`config.mk`:
```
export PLATFORM = sky130hd
export DESIGN_NAME = control_unit_fsm
export DESIGN_NICKNAME = d
export VERILOG_FILES = /design/src/rtl/cpu_ctrl_pkg.sv /design/src/rtl/ctrl_decoder.sv /design/src/rtl/control_unit_fsm.sv
export SDC_FILE = /design/constraint.sdc
export NUM_CORES = 1
export LEC_CHECK = 0
export BUFFER_PORTS_ARGS = -buffer_cell sky130_fd_sc_hd__buf_2
export CELL_PAD_IN_SITES_DETAIL_PLACEMENT = 2
export CELL_PAD_IN_SITES_GLOBAL_PLACEMENT = 2
export CORE_UTILIZATION = 29
export DETAILED_ROUTE_END_ITERATION = 7
export GPL_ROUTABILITY_DRIVEN = 0
export GPL_TIMING_DRIVEN = 0
export PLACE_DENSITY_LB_ADDON = 0.1
export SETUP_SLACK_MARGIN = 0.3
export SYNTH_ARGS = -nofsm -noshare
export SYNTH_HDL_FRONTEND = slang
export SYNTH_HIERARCHICAL = 1
export SYNTH_SLANG_ARGS = --single-unit
export TNS_END_PERCENT = 30
```
`constraint.sdc`:
```
create_clock -name clk -period 5.5 [get_ports clk]
set_input_delay 0.55 -clock clk [delete_from_list [all_inputs] [get_ports clk]]
set_output_delay 0.55 -clock clk [all_outputs]
set_load 0.01 [all_outputs]
```
`src/rtl/cpu_ctrl_pkg.sv`:
```
// Shared encodings for the multi-cycle CPU control unit: states, instruction
// fields, ALU operation codes and PC-mux selects.
package cpu_ctrl_pkg;

  typedef enum logic [2:0] {
    S_IDLE, S_FETCH, S_DECODE, S_EXEC, S_MEM, S_WB, S_PC, S_HALT
  } state_e;

  typedef enum logic [2:0] {
    INS_NONE, INS_R, INS_ADDI, INS_LW, INS_SW, INS_BEQ, INS_J, INS_HALT
  } instr_e;

  localparam logic [5:0] OP_RTYPE = 6'h00;
  localparam logic [5:0] OP_ADDI  = 6'h08;
  localparam logic [5:0] OP_LW    = 6'h23;
  localparam logic [5:0] OP_SW    = 6'h2B;
  localparam logic [5:0] OP_BEQ   = 6'h04;
  localparam logic [5:0] OP_J     = 6'h02;
  localparam logic [5:0] OP_HALT  = 6'h3F;

  localparam logic [5:0] FN_ADD = 6'h20;
  localparam logic [5:0] FN_SUB = 6'h22;
  localparam logic [5:0] FN_AND = 6'h24;
  localparam logic [5:0] FN_OR  = 6'h25;
  localparam logic [5:0] FN_SLT = 6'h2A;

  localparam logic [5:0] ALU_ADD = 6'd0;
  localparam logic [5:0] ALU_SUB = 6'd1;
  localparam logic [5:0] ALU_AND = 6'd2;
  localparam logic [5:0] ALU_OR  = 6'd3;
  localparam logic [5:0] ALU_SLT = 6'd4;

  localparam logic [1:0] PCSEL_INC = 2'd0;
  localparam logic [1:0] PCSEL_BR  = 2'd1;
  localparam logic [1:0] PCSEL_JMP = 2'd2;

  typedef struct packed {
    instr_e     kind;
    logic [5:0] alu;
    logic       legal;
  } dec_t;

endpackage

```
`src/rtl/ctrl_decoder.sv`:
```
// Combinational instruction decoder: opcode/funct -> instruction kind,
// ALU operation and legality.
module ctrl_decoder
  import cpu_ctrl_pkg::*;
(
  input  logic [5:0] opcode_i,
  input  logic [5:0] funct_i,
  output dec_t       dec_o
);

  always_comb begin
    dec_o.kind  = INS_NONE;
    dec_o.alu   = ALU_ADD;
    dec_o.legal = 1'b1;
    case (opcode_i)
      OP_RTYPE: begin
        dec_o.kind = INS_R;
        case (funct_i)
          FN_ADD:  dec_o.alu = ALU_ADD;
          FN_SUB:  dec_o.alu = ALU_SUB;
          FN_AND:  dec_o.alu = ALU_AND;
          FN_OR:   dec_o.alu = ALU_OR;
          FN_SLT:  dec_o.alu = ALU_SLT;
          default: dec_o.legal = 1'b0;
        endcase
      end
      OP_ADDI: dec_o.kind = INS_ADDI;
      OP_LW:   dec_o.kind = INS_LW;
      OP_SW:   dec_o.kind = INS_SW;
      OP_BEQ: begin
        dec_o.kind = INS_BEQ;
        dec_o.alu  = ALU_SUB;
      end
      OP_J:    dec_o.kind = INS_J;
      OP_HALT: dec_o.kind = INS_HALT;
      default: dec_o.legal = 1'b0;
    endcase
  end

endmodule

```
`src/rtl/control_unit_fsm.sv`:
```
// Multi-cycle control unit: sequences each instruction through
// FETCH/DECODE/EXEC/MEM/WB/PC and pulses the datapath write enables once.
module control_unit_fsm
  import cpu_ctrl_pkg::*;
#(
  parameter int WIDTH = 32
) (
  input  logic             clk,
  input  logic             rst,
  input  logic             run,
  input  logic [5:0]       opcode,
  input  logic [5:0]       funct,
  input  logic [WIDTH-1:0] out_alu,
  output logic             is_load_PC,
  output logic             is_write_reg,
  output logic             is_write_mem,
  output logic [5:0]       opcode_alu,
  output logic             is_R_type,
  output logic             is_I_type,
  output logic             is_J_type,
  output logic             is_write_from_mem,
  output logic [1:0]       control_mux_for_PC,
  output logic             halted,
  output logic             illegal,
  output logic [WIDTH-1:0] retired_count
);

  state_e           state_q, state_d;
  instr_e           kind_q, kind_d;
  logic [5:0]       alu_q, alu_d;
  logic             take_q, take_d;
  logic             illegal_q, illegal_d;
  logic [WIDTH-1:0] retired_q, retired_d;
  dec_t             dec;

  ctrl_decoder u_dec (
    .opcode_i (opcode),
    .funct_i  (funct),
    .dec_o    (dec)
  );

  always_ff @(posedge clk) begin
    if (rst) begin
      state_q   <= S_IDLE;
      kind_q    <= INS_NONE;
      alu_q     <= ALU_ADD;
      take_q    <= 1'b0;
      illegal_q <= 1'b0;
      retired_q <= '0;
    end else begin
      state_q   <= state_d;
      kind_q    <= kind_d;
      alu_q     <= alu_d;
      take_q    <= take_d;
      illegal_q <= illegal_d;
      retired_q <= retired_d;
    end
  end

  always_comb begin
    state_d            = state_q;
    kind_d             = kind_q;
    alu_d              = alu_q;
    take_d             = take_q;
    illegal_d          = illegal_q;
    retired_d          = retired_q;
    is_load_PC         = 1'b0;
    is_write_reg       = 1'b0;
    is_write_mem       = 1'b0;
    control_mux_for_PC = PCSEL_INC;
    case (state_q)
      S_IDLE:   if (run) state_d = S_FETCH;
      S_FETCH:  state_d = S_DECODE;
      S_DECODE: begin
        kind_d = dec.kind;
        alu_d  = dec.alu;
        take_d = 1'b0;
        if (!dec.legal) begin
          // Illegal instructions leave no class/ALU state behind.
          illegal_d = 1'b1;
          kind_d    = INS_NONE;
          alu_d     = ALU_ADD;
          state_d   = S_HALT;
        end else if (dec.kind == INS_HALT) begin
          state_d = S_HALT;
        end else begin
          state_d = S_EXEC;
        end
      end
      S_EXEC: begin
        if (kind_q == INS_BEQ) take_d = (out_alu == '0);
        case (kind_q)
          INS_LW, INS_SW:  state_d = S_MEM;
          INS_R, INS_ADDI: state_d = S_WB;
          default:         state_d = S_PC;
        endcase
      end
      S_MEM: begin
        if (kind_q == INS_SW) begin
          is_write_mem = 1'b1;
          state_d      = S_PC;
        end else begin
          state_d = S_WB;
        end
      end
      S_WB: begin
        is_write_reg = 1'b1;
        state_d      = S_PC;
      end
      S_PC: begin
        is_load_PC = 1'b1;
        if (kind_q == INS_J)                control_mux_for_PC = PCSEL_JMP;
        else if (kind_q == INS_BEQ && take_q) control_mux_for_PC = PCSEL_BR;
        retired_d = retired_q + WIDTH'(1);
        state_d   = run ? S_FETCH : S_IDLE;
      end
      S_HALT:  state_d = S_HALT;
      default: state_d = S_IDLE;
    endcase
    // A reset arriving mid-instruction must suppress the pulse of that cycle.
    if (rst) begin
      is_load_PC         = 1'b0;
      is_write_reg       = 1'b0;
      is_write_mem       = 1'b0;
      control_mux_for_PC = PCSEL_INC;
    end
  end

  assign opcode_alu        = alu_q;
  assign is_R_type         = (kind_q == INS_R);
  assign is_I_type         = (kind_q == INS_ADDI) || (kind_q == INS_LW) || (kind_q == INS_SW);
  assign is_J_type         = (kind_q == INS_J);
  assign is_write_from_mem = (kind_q == INS_LW);
  assign halted            = (state_q == S_HALT);
  assign illegal           = illegal_q;
  assign retired_count     = retired_q;

endmodule

```
# Yosys cells after proc, flatten, opt, wreduce, memory -nomap -nowiden
# Index checks and enable logic that the tools add are counted.
# op_classes
add_sub_neg	1
n_eq_ne	27
muxes	27
bitwise	1
n_reduce_logical	13
# ops
cell	count
$eq 6x6->1 const B	8
$add 32x1->32 const B	1
$logic_not 32->1	1
$eq 3x3->1 const B	8
$pmux 3 s8	1
$pmux 3 s7	1
$eq 3x2->1 const B	4
$mux 3	4
$pmux 3 s4	1
$mux 1	11
$mux 2	4
$eq 3x1->1 const B	2
$eq 6x2->1 const B	1
$eq 6x3->1 const B	1
$eq 6x4->1 const B	1
$logic_not 6->1	1
$mux 6	1
$pmux 3 s2	1
$reduce_or 6->1	1
$reduce_or 5->1	1
$ne 2x2->1 const B	2
$pmux 1 s2	2
$pmux 2 s2	1
$reduce_and 2->1	2
6 further kinds	8
# totals
register_bits	46
in_bits	47
output_inout_bits	49
elab_cells	75

# Longest topological paths before layout
# Gate-level depths: netlist of the first run.
# depth
ltp_word	6
mapped_depth	9
ltp_nobuf	8

# Modules after synthesis
# The synthesis of the first run kept the hierarchy.
# modules_own_cells
module	n_inst	cells_per_inst	area_per_inst_um2	seq_area_each_um2
control_unit_fsm	1	291	2337.2	920.9
ctrl_decoder	1	40	269.0	0.0

# Worst setup path before layout of the first run
# OpenSTA, ideal clock, no wires.
# synth_timing
path_kind	reg-to-output
startpoint	register kind_q[2]
endpoint	output port is_write_mem
arrival_time_ns	1.510
required_ns	4.950
path_slack_ns	3.440
path_stages_with_launch	4
n_path_buf	1
cell_sequence	dfxtp_1 > clkbuf_1 > or3b_2 > nor4b_1
# synth_between
elab_chain_cells	4
# synth_rtl
element	line_no	source
from (decl)	control_unit_fsm.sv:29	instr_e kind_q, kind_d;
from (signal assigned)	control_unit_fsm.sv:52	kind_q <= kind_d;
$eq 3x3->1	control_unit_fsm.sv:99	if (kind_q == INS_SW) begin
$mux 1	control_unit_fsm.sv:99	
$mux 1	control_unit_fsm.sv:71	case (state_q)
$mux 1	control_unit_fsm.sv:121	if (rst) begin
to (decl)	control_unit_fsm.sv:16	output logic is_write_mem,
# Every way passes these cells.

# Worst setup path in the final report of the first run
# layout_timing
startpoint	register state_q[2]
endpoint	output port control_mux_for_PC[0]
# layout_between
elab_chain_cells	3
# layout_rtl
element	line_no	source
from (decl)	control_unit_fsm.sv:28	state_e state_q, state_d;
from (signal assigned)	control_unit_fsm.sv:51	state_q <= state_d;
$eq 3x3->1	control_unit_fsm.sv:71	
$mux 2	control_unit_fsm.sv:71	
$mux 2	control_unit_fsm.sv:121	
to (decl)	control_unit_fsm.sv:22	output logic [1:0] control_mux_for_PC,
# Every way passes these cells.

==> results.toml, run 1 <==
[floorplanning]
die_area_mm2 = 0.00937
initial_core_util_pct = 29.9
ios = 96
die_height_um = 96.8
die_width_um = 96.8
core.rowCount = 34
coreArea_mm2 = 0.00872

[worst_setup_path]
worstPathRequired_ps = 4950
path_class = "register to output port"
crit_arrival_ps = 2160
cpLargestDelayFamily = "simple AND/OR/NAND/NOR gates"
r2r_end = "retired_count[31]"
cpPeakStageDelay_ps = 380
crit_chain = "clkbuf_1 > nor2b_1 > nand2_1 > nor4b_1 > buf_2"
setup.worst_path.start_class = "register"
path_max_fanout = 10
r2r-start = "retired_count[2]"
r2r_cells = 4
endpoint_kind = "output port"
path_buf_inv = 2
rrSetupSlack_ps = 3210
slowest_stage = "dfxtp_1"

[yosys]
synth_warnings = 6
ys_top_cells_by_area = "dfxtp_1, a21oi_1, nand2_1"
synthDistinctLibCells = 54
async_reset_ff_share_pct = 0
synth_edf_count = 0
synthFlopType = "dfxtp_1"
synth_area_mm2 = 0.00261
yosysSeqAreaShare_pct = 35.3
synthCells = 331
netlist.area_leader.share_pct = 35.3
synth_top_area_cell = "dfxtp_1"
syn_avg_cell_area_um2 = 7.87
synth-seq-cells = 46

[clock_tree]
clock_sinks = 46
cts.path.max_buffers = 2
path_clk_slew_ps = 80
cts_root_buf = "clkbuf_8"
cts_setup_buffers = 0
clk_latency_ps = 310
hold_buffers = 0
cts_resized = 0
cts_tree = "built"
numCtsBuffers = 5
htreeDepth = 2

[layout]
fill_cells = 1049
drive_above_1_share_pct = 28.6
insertedDiodeCount = 0
area_growth_syn_to_layout_pct = 27.4
nNetsFinal = 481
layout_common_cells = "buf_2, dfxtp_1, a21oi_1"
mostFrequentLayoutCell = "buf_2"

[sta]
period_share_pct = 49.3
worst_pin_slew_ps = 1110
slew_headroom_pct = 25.4
setup_tns_ps = 0
finalWorstSetupSlack_ps = 2790
slew_violations = 0
setup_violations = 0
grt_setup_unrepaired = "no"
finalHoldViolations = 0
post-route-min-period_ps = 2710
skew_ps = 11.1
max_freq_mhz = 369

[hold_path]
hold-path-endpoint = "opcode_alu[3]"
holdPathStages = 2
min_path_type = "register to register"
holdCritStartpoint = "opcode_alu[3]"

[grt]
overflow = 0
grt_pass1_vias = 3048
antenna_found_initial = 0
grt_first_pass_wirelength_um = 14800
grt_max_degree = 14
grt_use_total_pct = 19.0

[route]
final_antenna_net_count = 0
route.detailed.drc = 0
wl_per_cell_um = 15.8
drtPass1Iterations = 4
routed_wirelength_um = 8550
avgViaCountPerCell = 5.31
drtIter0Drc = 70
dr_total_vias = 2877

[placement]
place_ws_ps = 2940
portBuffers = 93
place_hpwl_um = 6580

[power_and_ir_drop]
power.switching_uw = 207
p_clk_share_pct = 35.1
power_density_mw_per_mm2 = 221
peakVddDrop_mv = 0.123
swShare_pct = 28.3
power_frac_seq_pct = 47.7
p_leak_nw = 1.33
comb_power_share_pct = 17.1
power.internal_uw = 525

[job]
drv_cap = 0

[status]
status = "finished clean"
## synthesized netlist by cell type (all sizes together) (2+ instances only)
cell type	instances
nand2b	4
o21ai	16
nor3b	3
nor2b	4
and2	2
nor3	5
clkbuf	12
and3	7
nand4	8
xnor2	7
nand2	33
nor2	25
nand4b	5
mux2	3
buf	10
or3b	2
o31ai	9
and4	3
nand3b	2
dfxtp	46
nand3	19
or4	14
xor2	5
nor4	11
or2	2
or3	9
nor4b	4
o41ai	2
a21oi	35
inv	11
## worst reg2reg max path: cells and delay by family (launching register included)
kind	cells	cell delay (ps)
flops	1	510
mux	1	320
simple gates	3	1370
## cell type report
class	instances	area (µm²)	area share, %
Buffer	22	105	3.17
Tap cell	108	135	4.07
Sequential cell	46	921	27.7
Inverter	11	41.3	1.24
Multi-Input combinational cell	254	1550	46.6
Timing Repair Buffer	93	465	14.0
Clock buffer	7	76.3	2.30
Clock inverter	1	30.0	0.904
## sequential cells by signal, indices dropped and copies added, names as in the netlist
name           count
take_q             1
state_q            3
retired_count     32
kind_q             3
opcode_alu         6
illegal            1
## routing by layer
metal  vias to the layer above  track usage, %  share of wire (%)
met5                         -               0                  0
met4                         0            4.94                1.3
met3                         8            4.41                4.7
met2                        69            32.0                 47
met1                      1387            24.4                 47
li1                       1413               -                  -
## worst max-delay path by stage
| stage | slack, ps | from | cells after the start | endpoint |
|---|---|---|---|---|
| after global routing | 2660 | state_q[2] | 6 | control_mux_for_PC[1] |
| after CTS | 2770 | state_q[2] | 5 | control_mux_for_PC[0] |
| after global placement | 3020 | opcode[4] | 8 | kind_q[0] |
| after floorplan | 3440 | kind_q[2] | 3 | is_write_mem |
| final | 2790 | state_q[2] | 5 | control_mux_for_PC[0] |
| after detailed placement | 2940 | opcode[4] | 8 | opcode_alu[2] |
## power groups by stage
stage	Combinational, mW	Clock [mW]	Sequential, mW
after floorplan	0.0758	0	0.357
final	0.126	0.257	0.349
after global placement	0.122	0	0.357
after global routing	0.140	0.278	0.351
after CTS	0.128	0.268	0.350
after detailed placement	0.125	0	0.357
## metrics by stage
step	hold WS, ps	instance area [µm²]	std cells	utilization (%)	power (mW)
2_1_floorplan	427	2610	333	-	0.432
3_3_place_gp	438	3210	534	36.9	0.479
3_5_place_dp	449	3210	534	36.9	0.483
4_1_cts	462	3320	542	38.1	0.745
5_1_grt	485	3320	542	38.1	0.769
6_report	456	3320	542	38.1	0.732
## cells by family (layout without fill, tap and decap cells)
family          after synthesis  after routing  synth area share, %
compound gates               71             71                 16.0
xor+xnor                     12             12                 4.03
fa+ha+maj                     1              1                0.480
buf+inv                      33            134                 5.62
flops                        46             46                 35.3
mux                           4              4                 1.68
other cells                   1              3                0.144
simple gates                163            163                 36.7
Note: power is estimated with default switching activity, not from simulation.
==> run 2, diff against run 1 <==
--- a/config.mk
+++ b/config.mk
@@ -5,10 +5,11 @@
 export SDC_FILE = /design/constraint.sdc
 export NUM_CORES = 1
 export LEC_CHECK = 0
+export ABC_AREA = 1
 export BUFFER_PORTS_ARGS = -buffer_cell sky130_fd_sc_hd__buf_2
 export CELL_PAD_IN_SITES_DETAIL_PLACEMENT = 2
 export CELL_PAD_IN_SITES_GLOBAL_PLACEMENT = 2
-export CORE_UTILIZATION = 29
+export CORE_UTILIZATION = 25
 export DETAILED_ROUTE_END_ITERATION = 7
 export GPL_ROUTABILITY_DRIVEN = 0
 export GPL_TIMING_DRIVEN = 0
==> constraint.sdc (replaced) <==
create_clock -name clk -period 2.65 [get_ports clk]
set_input_delay 0.265 -clock clk [delete_from_list [all_inputs] [get_ports clk]]
set_output_delay 0.265 -clock clk [all_outputs]
set_load 0.01 [all_outputs]
==> results.toml, run 2 <==
[sta]
grt_setup_unrepaired = "no"
setup_tns_ps = 0
finalWorstSetupSlack_ps = 857
slew_violations = 0
post-route-min-period_ps = 1790
max_freq_mhz = 558
worst_pin_slew_ps = 660
skew_ps = 5.53
period_share_pct = 67.7
finalHoldViolations = 0
setup_violations = 0
slew_headroom_pct = 56.0

[clock_tree]
hold_buffers = 0
cts_setup_buffers = 0
clock_sinks = 46
clk_latency_ps = 290
cts_tree = "built"
cts_root_buf = "clkbuf_16"
numCtsBuffers = 5
cts_resized = 0
htreeDepth = 2
path_clk_slew_ps = 70
cts.path.max_buffers = 2

[worst_setup_path]
setup.worst_path.start_class = "register"
path_max_fanout = 7
crit_top_cell = "buf_2"
rrSetupSlack_ps = 920
r2r-start = "retired_count[1]"
cpPeakStageDelay_ps = 300
crit_arrival_ps = 1530
slowest_stage = "dfxtp_1"
worstPathRequired_ps = 2380
r2r_cells = 6
endpoint_kind = "output port"
path_buf_inv = 2
crit_chain = "buf_2 > nand3_1 > or2_2 > nor2_1 > buf_2"
path_class = "register to output port"
cpLargestDelayFamily = "simple AND/OR/NAND/NOR gates"
r2r_end = "retired_count[20]"

[route]
drtIter0Drc = 72
avgViaCountPerCell = 4.68
routed_wirelength_um = 10400
dr_total_vias = 3436
route.detailed.drc = 0
drtPass1Iterations = 4
final_antenna_net_count = 0
wl_per_cell_um = 14.2

[grt]
grt_first_pass_wirelength_um = 17300
grt_pass1_vias = 3643
grtUsageMet2_pct = 33.3
use_met3_pct = 2.76
top_usage_layer = "met2"
grt_use_met1_pct = 23.0
antenna_found_initial = 0
grt_use_total_pct = 18.3
overflow = 0
grt_max_degree = 14

[yosys]
synth_area_mm2 = 0.00292
synthFlopType = "dfxtp_1"
synthDistinctLibCells = 34
post-synth-top-count-cell = "nand2_1"
async_reset_ff_share_pct = 0
synth_common_cells = "nand2_1, nor2_1, inv_1"
yosysSeqAreaShare_pct = 31.5
synth-seq-cells = 46
synthCells = 487
synth_top_area_cell = "dfxtp_1"
ys_top_cells_by_area = "dfxtp_1, nand2_1, nor2_1"
synth_warnings = 6
netlist.area_leader.share_pct = 31.5
syn_avg_cell_area_um2 = 6.00
synth_edf_count = 0

[floorplanning]
core.rowCount = 39
die_height_um = 110
ios = 96
die_width_um = 110
die_area_mm2 = 0.0121
initial_core_util_pct = 25.6
coreArea_mm2 = 0.0114

[hold_path]
holdCritStartpoint = "run"
min_path_type = "primary input to register"
holdPathStages = 5
hold-path-endpoint = "state_q[0]"

[layout]
insertedDiodeCount = 0
nNetsFinal = 638
area_growth_syn_to_layout_pct = 27.5
drive_above_1_share_pct = 21.8
instances_no_fill = 734
design_area_mm2 = 0.00373
mostFrequentLayoutCell = "nand2_1"
largest_reg_flops = 32
final_util_pct = 32.7
layout_common_cells = "nand2_1, nor2_1, buf_2"

[placement]
portBuffers = 94
dp_cells = 726
place_hpwl_um = 8630
place_area_mm2 = 0.00358
place_ws_ps = 780

[power_and_ir_drop]
power.switching_uw = 665
power.internal_mw = 1.30
comb_power_share_pct = 26.4
power_density_mw_per_mm2 = 528
p_clk_share_pct = 32.7
peakVddDrop_mv = 0.207
power_frac_seq_pct = 40.8
p_leak_nw = 1.80
swShare_pct = 33.8

[status]
status = "finished clean"

[job]
drv_cap = 0
[run 2: changes by cell type after synthesis, sizes merged, moves of 11 or more]
cell / before / now
nand4: 8 / 19
nand2: 33 / 114
nor2: 25 / 115
or4: 14 / 0
nand3: 19 / 44
a21oi: 35 / 19
inv: 11 / 74
[run 2: worst max-delay path by stage]
stage                                 from               endpoint  slack (ps)  cells after the start
after floorplan           retired_count[1]      retired_count[20]        1230                      6
after global placement           opcode[5]              kind_q[2]         880                     10
after detailed placement         opcode[5]              kind_q[1]         780                     10
after CTS                       state_q[2]  control_mux_for_PC[0]         810                      6
after global routing            state_q[2]  control_mux_for_PC[0]         690                      6
final                           state_q[2]           is_write_mem         860                      5
[run 2: cell families (layout without fill, tap and decap cells)]
group	Yosys count	count (layout)	share of synthesized area (%)
fa+ha+maj	1	1	0.428
simple gates	309	309	47.4
flops	46	46	31.5
other cells	1	3	0.128
xor+xnor	4	4	1.20
compound gates	41	41	7.74
buf+inv	85	187	11.6
[run 2: cell type report]
class	count	area [µm²]
Fill cell	1501	7690
Multi-Input combinational cell	358	1670
Sequential cell	46	921
Timing Repair Buffer	94	470
Inverter	74	278
Tap cell	143	179
Clock buffer	7	143
Buffer	11	61.3
Clock inverter	1	5.00
[run 2: metal layers]
layer  up-vias  part of all wire, %
met5         -                    0
li1       1736                    -
met3         7                  2.7
met2        46                   50
met1      1647                   47
met4         0                 0.60
[run 2: worst register-to-register path, cell delays in order (launching register included)]
cell      delay, ps
dfxtp_1         410
ha_1            200
nand4_1         240
nor2_4          290
nand3b_1        220
o21ai_0         210
nor2_1           50
[run 2: through the flow]
step                hold slack, ps  total power [mW]
finish                         308              1.97
global route                   331              2.12
CTS                            303              2.02
detailed placement             457              1.35
global placement               457              1.33
floorplan                      459              1.16
[run 2: power groups by stage]
stage	logic (mW)	clock network, mW	registers, mW
2_1_floorplan	0.354	0	0.811
6_report	0.520	0.644	0.804
3_3_place_gp	0.509	0	0.817
4_1_cts	0.533	0.678	0.806
5_1_grt	0.600	0.707	0.813
3_5_place_dp	0.531	0	0.822
==> run 3, diff against run 2 <==
--- a/config.mk
+++ b/config.mk
@@ -9,7 +9,7 @@
 export BUFFER_PORTS_ARGS = -buffer_cell sky130_fd_sc_hd__buf_2
 export CELL_PAD_IN_SITES_DETAIL_PLACEMENT = 2
 export CELL_PAD_IN_SITES_GLOBAL_PLACEMENT = 2
-export CORE_UTILIZATION = 25
+export CORE_UTILIZATION = 23
 export DETAILED_ROUTE_END_ITERATION = 7
 export GPL_ROUTABILITY_DRIVEN = 0
 export GPL_TIMING_DRIVEN = 0
==> constraint.sdc (replaced) <==
create_clock -name clk -period 1.5 [get_ports clk]
set_input_delay 0.15 -clock clk [delete_from_list [all_inputs] [get_ports clk]]
set_output_delay 0.15 -clock clk [all_outputs]
set_load 0.01 [all_outputs]
==> results.toml, run 3 (same netlist as run 2, synthesis figures left out) <==
[layout]
layout_common_cells = "nand2_1, buf_2, nor2_1"
insertedDiodeCount = 0
fill_cells = 1528
area_growth_syn_to_layout_pct = 56.0
nNetsFinal = 671
design_area_mm2 = 0.00456
seq_area_um2 = 957
multi_input_area_mm2 = 0.00208
drive_above_1_share_pct = 40.7
largest_reg_flops = 32
mostFrequentLayoutCell = "nand2_1"

[worst_setup_path]
setup.worst_path.start_class = "register"
rrSetupSlack_ps = -10
crit_chain = "buf_6 > buf_4 > inv_1 > nor4_2 > buf_2"
cpPeakStageDelay_ps = 330
path_max_fanout = 6
crit_arrival_ps = 1370
crit_cells = 5
endpoint_kind = "output port"
path_class = "register to output port"
slowest_stage = "dfxtp_2"
cpLargestDelayFamily = "buffers and inverters"
r2r_end = "retired_count[24]"
worstPathRequired_ps = 1350
worstSetupStartpoint = "state_q[2]"
path_buf_inv = 4
r2r-start = "retired_count[1]"
r2r_cells = 7

[sta]
slew_headroom_pct = 46.0
finalWorstSetupSlack_ps = -19.8
fin_hold_ws_ps = 213
grt_setup_unrepaired = "yes"
period_share_pct = 101
worst_pin_slew_ps = 810
setup_violations = 5
post-route-min-period_ps = 1520
slew_violations = 0
finalHoldViolations = 0
skew_ps = 10.5
max_freq_mhz = 658

[floorplanning]
initial_core_util_pct = 23.9
die_height_um = 115
die_width_um = 115
core.rowCount = 40
coreArea_mm2 = 0.0122
die_area_mm2 = 0.0132
ios = 96

[placement]
place_hpwl_um = 8970
portBuffers = 94
place_area_mm2 = 0.00364

[power_and_ir_drop]
power_density_mw_per_mm2 = 996
p_total_mw = 4.54
peakVddDrop_mv = 0.311
p_leak_nw = 2.14

[clock_tree]
cts_tree = "built"
cts.path.max_buffers = 2
path_clk_slew_ps = 70
cts_root_buf = "clkbuf_16"
hold_buffers = 0
clock_sinks = 46
htreeDepth = 2
clk_latency_ps = 300
numCtsBuffers = 5

[grt]
grt_first_pass_wirelength_um = 19200
grt_use_total_pct = 18.7
antenna_found_initial = 0
grt_max_degree = 16
grt_pass1_vias = 3890
overflow = 0

[hold_path]
min_path_type = "primary input to register"
hold-path-endpoint = "state_q[0]"
holdCritStartpoint = "run"
holdPathStages = 5

[route]
drtPass1Iterations = 4
avgViaCountPerCell = 4.59
dr_total_vias = 3635
wl_per_cell_um = 15.5
drtIter0Drc = 85
routed_wirelength_um = 12300
final_antenna_net_count = 0
route.detailed.drc = 0

[job]
drv_cap = 0

[status]
status = "complete, but fails checks"
violations = "negative setup slack"
## run 3: changes by cell type in the layout (fill, tap and decap cells not counted), sizes merged
cell	before	now
clkbuf	12	11
nand3	44	45
buf	100	132
inv	74	75
## run 3: through the flow
step | worst slack, ps | instances | TNS [ps] | utilization [%]
5_1_grt | -104 | 792 | -1370 | 37.3
3_3_place_gp | -170 | 751 | -1720 | 29.8
2_1_floorplan | 207 | 489 | 0 | -
6_report | -19.8 | 792 | -58.5 | 37.3
4_1_cts | 4.06 | 777 | 0 | 35.3
3_5_place_dp | -229 | 751 | -3030 | 29.8
## run 3: worst max path at each step
stage / end / slack [ps]
final: is_write_reg / -20
after global routing: retired_count[24] / -100
after CTS: retired_count[28] / 4
after detailed placement: kind_q[1] / -230
after global placement: kind_q[2] / -170
after floorplan: retired_count[24] / 210
## run 3: timing repair
action                                  CTS  global route
endpoints found under the setup margin   52            55
pin swaps                                48            26
gates cloned                              1             1
buffers inserted                         17            14
gates resized for setup                 112            34
## run 3: layout make-up
cell class | count | share of cell area (%)
timing repair buffer | 126 | 16.9
clock inverter | 2 | 0.302
multi-input combinational | 359 | 45.7
tap | 168 | 4.61
buffer | 11 | 1.76
inverter | 74 | 6.47
clock buffer | 6 | 3.29
sequential | 46 | 21.0
## run 3: worst register-to-register path: stages, from the launching register on
cell,delay [ps]
dfxtp_4,370
ha_4,130
nand4_1,200
nor2_4,270
nand3b_1,200
nor2_1,130
nor2_1,50
nor2_1,90
## run 3: metal layers
layer / wire length, µm / up-vias / GRT usage (%)
li1: - / 1807 / -
met1: 5420 / 1779 / 22.5
met2: 6470 / 37 / 35.2
met3: 229 / 12 / 2.27
met4: 136 / 0 / 4.16
met5: 0 / - / 0
## run 3: power by group
| group | switching (mW) | internal (mW) | total, mW |
|---|---|---|---|
| Combinational | 0.997 | 0.797 | 1.79 |
| Sequential | 0.136 | 1.36 | 1.49 |
| Clock | 0.533 | 0.724 | 1.26 |
